### src/rtl/bus_cdc_arbiter.sv
// Round-robin arbiter sharing one CDC-bound bus among NUM_REQ masters (optional WAIT timeout: BUS_ARB_TIMEOUT_EN).
// Latency: request sampled at edge k -> strobe in cycle k+1, done_o in k+3 when bus_halt_i is low.
// Backpressure: bus_halt_i stretches WAIT; non-owner requests are held off until the arbiter is idle again.
module bus_cdc_arbiter #(
    parameter int NUM_REQ        = 4,
    parameter int ADDR_W         = 32,
    parameter int DATA_W         = 32,
    parameter int TIMEOUT_CYCLES = 1024
) (
    input  logic                      clk_i,
    input  logic                      reset_i,
    input  logic [NUM_REQ-1:0]        req_i,
    input  logic [NUM_REQ-1:0]        we_i,
    input  logic [NUM_REQ*ADDR_W-1:0] addr_i,
    input  logic [NUM_REQ*DATA_W-1:0] wdata_i,
    output logic [NUM_REQ-1:0]        grant_o,
    output logic [NUM_REQ-1:0]        done_o,
    output logic [DATA_W-1:0]         rdata_o,
    output logic                      err_o,
    output logic [ADDR_W-1:0]         bus_addr_o,
    output logic [DATA_W-1:0]         bus_wdata_o,
    output logic                      bus_we_o,
    output logic                      bus_re_o,
    input  logic                      bus_halt_i,
    input  logic [DATA_W-1:0]         bus_rdata_i
);
    localparam int PW = (NUM_REQ > 1) ? $clog2(NUM_REQ) : 1;

    typedef enum logic [1:0] {IDLE, ISSUE, WAIT, DONE} state_t;

    state_t          state;
    logic [PW-1:0]   rr_ptr;
    logic            cmd_we;
    logic [PW-1:0]   win;
    logic            win_vld;
    logic            to_hit;

    // First requester after the last winner, wrapping modulo NUM_REQ.
    always_comb begin
        win     = rr_ptr;
        win_vld = 1'b0;
        for (int i = 1; i <= NUM_REQ; i++) begin
            if (!win_vld && req_i[PW'((int'(rr_ptr) + i) % NUM_REQ)]) begin
                win     = PW'((int'(rr_ptr) + i) % NUM_REQ);
                win_vld = 1'b1;
            end
        end
    end

`ifdef BUS_ARB_TIMEOUT_EN
    localparam int CW = $clog2(TIMEOUT_CYCLES + 1);

    logic [CW-1:0] to_cnt;

    always_ff @(posedge clk_i) begin
        if (reset_i || state == ISSUE) begin
            to_cnt <= '0;
        end else if (state == WAIT) begin
            to_cnt <= to_cnt + CW'(1);
        end
    end

    assign to_hit = (to_cnt + CW'(1)) == CW'(TIMEOUT_CYCLES);
`else
    assign to_hit = (TIMEOUT_CYCLES < 0);
`endif

    always_ff @(posedge clk_i) begin
        if (reset_i) begin
            state       <= IDLE;
            rr_ptr      <= PW'(NUM_REQ - 1);
            cmd_we      <= 1'b0;
            grant_o     <= '0;
            done_o      <= '0;
            rdata_o     <= '0;
            err_o       <= 1'b0;
            bus_addr_o  <= '0;
            bus_wdata_o <= '0;
            bus_we_o    <= 1'b0;
            bus_re_o    <= 1'b0;
        end else begin
            bus_we_o <= 1'b0;
            bus_re_o <= 1'b0;
            done_o   <= '0;
            err_o    <= 1'b0;
            case (state)
                IDLE: begin
                    if (win_vld) begin
                        // Strobes are registered here so they are visible during ISSUE.
                        bus_addr_o  <= addr_i[int'(win)*ADDR_W +: ADDR_W];
                        bus_wdata_o <= wdata_i[int'(win)*DATA_W +: DATA_W];
                        cmd_we      <= we_i[win];
                        bus_we_o    <= we_i[win];
                        bus_re_o    <= !we_i[win];
                        grant_o     <= NUM_REQ'(1) << win;
                        rr_ptr      <= win;
                        state       <= ISSUE;
                    end
                end
                ISSUE: state <= WAIT;
                WAIT: begin
                    if (!bus_halt_i) begin
                        if (!cmd_we) begin
                            rdata_o <= bus_rdata_i;
                        end
                        done_o <= grant_o;
                        state  <= DONE;
                    end else if (to_hit) begin
                        rdata_o <= '0;
                        err_o   <= 1'b1;
                        done_o  <= grant_o;
                        state   <= DONE;
                    end
                end
                DONE: begin
                    grant_o <= '0;
                    state   <= IDLE;
                end
                default: state <= IDLE;
            endcase
        end
    end
endmodule

### config.mk
export PLATFORM = sky130hd
export DESIGN_NAME = bus_cdc_arbiter
export DESIGN_NICKNAME = d
export VERILOG_FILES = /design/src/rtl/bus_cdc_arbiter.sv
export SDC_FILE = /design/constraint.sdc
export NUM_CORES = 1
export LEC_CHECK = 0
export CORE_AREA = 5 5 153 155
export CTS_BUF_LIST = sky130_fd_sc_hd__clkbuf_2
export CTS_CLUSTER_DIAMETER = 60
export CTS_CLUSTER_SIZE = 14
export DETAILED_ROUTE_END_ITERATION = 10
export DIE_AREA = 0 0 158 160
export GPL_TIMING_DRIVEN = 0
export PLACE_DENSITY = 0.64
export SLEW_MARGIN = 10
export SYNTH_ARGS = -nofsm -noshare
export SYNTH_HDL_FRONTEND = slang
export SYNTH_SLANG_ARGS = --single-unit
### constraint.sdc
create_clock -name clk_i -period 2.3 [get_ports clk_i]
set_input_delay 0.46 -clock clk_i [delete_from_list [all_inputs] [get_ports clk_i]]
set_output_delay 0.46 -clock clk_i [all_outputs]
set_load 0.01 [all_outputs]
==> metrics.txt <==
H-tree Lvls 3; post-synthesis sequential area ratio 37.8%; Synth-to-Final Area Change 77.3%; final period utilization 94.1%; Mapped Area roughly 5900 µm²; Pwr Total between 10 and 15 mW; Clock Latency Late Sink slightly above 0.6 ns; Final min period 2.16 ns; Buf+Inv Stages, Crit Path 3; Max Freq 0.462 GHz; first drt pass iteration count 4; CP cell instances nor2b_1 -> o21a_1 -> nor3_4 -> buf_12 -> buf_12 -> buf_8 -> mux2i_1 -> o221ai_2; Initial Util between 20% and 30%; Clock Pin Slew Worst Setup and Hold Paths ~0.32 ns; outcome completed; CTS tree done; Netlist cell types 37; Setup Fix Bufs, Post-CTS 0; max-capacitance violation count 0; CP peak stage delay approximately 0.46 ns; Worst Clk Skew 0.0240 ns; RSZ-0062 raised after global routing no; GRT Util Overall approximately a fifth; CP Launch Type register; # hold bufs at CTS 0; Avg WL per Cell 20.1 µm; Slew Limit Fails 0; Die Area roughly 25000 µm²; antenna violations before repair 3; Max FO, Critical Path 10; Rows 54; Root Buffer clkbuf_2; slew margin rel. 62.8%; EDFF count, synth 0; global route overflow 0; count of final hold-check violations 0; final setup violation count 0; #FFs+latches synth 111; CTS-repair resized insts 0; port buffer count 403; Leak around 4.1 nW; Vert. Die Dim around 160 µm; Worst setup EP type register; Synth warnings 0; Crit Path Class register to register; drt total wl 25.9 mm; async set-reset flop share out of synthesis 0%; Via density around 4.7; CP max stage cell dfxtp_1; PD cells roughly 1000 nW/µm²; largest net degree at the start of global routing 20; vias in the first global route 6216; CTS Buf Count 9; Vias between 6000 and 7000; cell family with most CP delay buffers and inverters; WP data arrival approximately 2.7 ns; pin slew with the least headroom to its limit approximately 0.56 ns; core area around 22000 µm²; Main synth FF type dfxtp_1; syn avg cell area around 10 µm²; most frequent CP cell buf_12; first-pass GRT wire length about 37 mm; Synthesized Nets 889; placed instance count around 1300; initial DRC count between 150 and 200; CP required 2.82 ns; Final #Nets ~1300; CTS max path bufs 2; Die W 158 µm; Max VDD drop 0.455 mV; Worst Hold Class input pin to register; post-DP HPWL about 21 mm; Cells after Synth between 500 and 600; Routed Antenna Nets 0; # IOs a little over 400; fin cells ~1300; GPL Wtd Cong ~0.77; drc violations 0; total clock sinks 111; layout cell share with drive strength beyond 1 about 11%
[report_power, final]
group / switching, mW / internal [mW]
Clock: 0.730 / 0.278
Combinational: 2.94 / 3.23
Sequential: 0.376 / 2.62
[state kept, by name (all words and copies together) (netlist names)]
name         flops
done_o           4
rr_ptr           2
rdata_o         32
state            2
bus_addr_o      32
bus_re_o         1
bus_we_o         1
cmd_we           1
grant_o          4
bus_wdata_o     32
[synth_stat cells (5+ instances only)]
library cell	instances	share of area (%)
buf_2	13	1.1
o221ai_1	13	1.9
clkbuf_1	12	0.77
buf_4	8	1.0
buf_12	7	2.4
nand2_1	130	8.3
and2_1	6	0.64
mux2i_1	128	22
a21oi_1	34	2.9
clkbuf_4	5	0.64
dfxtp_1	111	38
nor2_1	18	1.1
o221ai_2	50	13
[metal layers]
| layer | wire length [µm] | part of all wire, % | global-route usage (%) |
|---|---|---|---|
| met1 | 9950 | 38 | 22.1 |
| met2 | 12900 | 50 | 34.1 |
| met3 | 2670 | 10 | 6.90 |
| met4 | 318 | 1.2 | 4.58 |
| met5 | 13 | 0.050 | 0 |
[layout make-up]
class	instances	area, µm²
clock buffer	10	50.0
inverter	2	7.51
antenna	2	5.00
timing repair buffer	405	4060
multi-input combinational	425	3260
sequential	111	2220
tap	280	350
buffer	48	393
clock inverter	6	75.1
fill	2080	11300
[final timing paths]
| kind | depth (start not counted) | slack [ns] | startpoint | to |
|---|---|---|---|---|
| max | 8 | 0.14 | rr_ptr[0] | bus_wdata_o[10] |
| min reg2reg | 2 | 0.47 | rdata_o[5] | rdata_o[5] |
| min | 3 | 0.28 | reset_i | cmd_we |
| max reg2reg | 8 | 0.14 | rr_ptr[0] | bus_wdata_o[10] |
[cells in the final DEF (no fill, tap or decap), drive strengths merged]
cell type / netlist / layout
clkdlybuf4s50: 0 / 403
nand2: 132 / 132
mux2i: 128 / 128
dfxtp: 111 / 111
o221ai: 63 / 63
a21oi: 34 / 34
buf: 31 / 33
clkbuf: 17 / 27
nor2: 18 / 18
and2: 6 / 6
o21ai: 6 / 6
inv: 2 / 6
nand2b: 4 / 4
a211o: 4 / 4
a32oi: 4 / 4
ha: 4 / 4
nor2b: 3 / 3
diode: 0 / 2
o21a: 2 / 2
nand4: 2 / 2
o31ai: 2 / 2
or2: 2 / 2
o211ai: 2 / 2
nor4: 1 / 1
nor3: 1 / 1
a21o: 1 / 1
nand3: 1 / 1
a22oi: 1 / 1
a211oi: 1 / 1
a22o: 1 / 1
nand3b: 1 / 1
conb: 1 / 1
clkinvlp: 0 / 1
bufinv: 0 / 1
[worst register-to-register path, stage by stage, from the launching register on]
cell	delay, ns
dfxtp_1	0.46
nor2b_1	0.09
o21a_1	0.24
nor3_4	0.24
buf_12	0.15
buf_12	0.17
buf_8	0.18
mux2i_1	0.39
o221ai_2	0.16
[metrics by stage]
| step | setup TNS, ns | setup slack [ns] | util (%) | hold WS [ns] | instance area (µm²) |
|---|---|---|---|---|---|
| final | 0 | 0.136 | 48.0 | 0.284 | 10400 |
| after global routing | 0 | 0.0298 | 48.0 | 0.197 | 10400 |
| after CTS | 0 | 0.00920 | 47.9 | 0.203 | 10400 |
| after detailed placement | -29.42 | -0.647 | 47.3 | 0.446 | 10300 |
| after global placement | -28.09 | -0.626 | 47.3 | 0.441 | 10300 |
| after floorplan | 0 | 0.422 | - | 0.481 | 5880 |
[cell families after synthesis]
kind of cell	Yosys count	share of synthesized area, %
buffers and inverters	50	6.81
multiplexers	128	21.8
adder cells (fa/ha/maj)	4	0.851
other	1	0.0638
AND/OR/NAND/NOR	171	12.1
AO/OA/AOI/OAI	121	20.6
flip-flops	111	37.8
No activity file was read; power rests on OpenSTA's default activity.
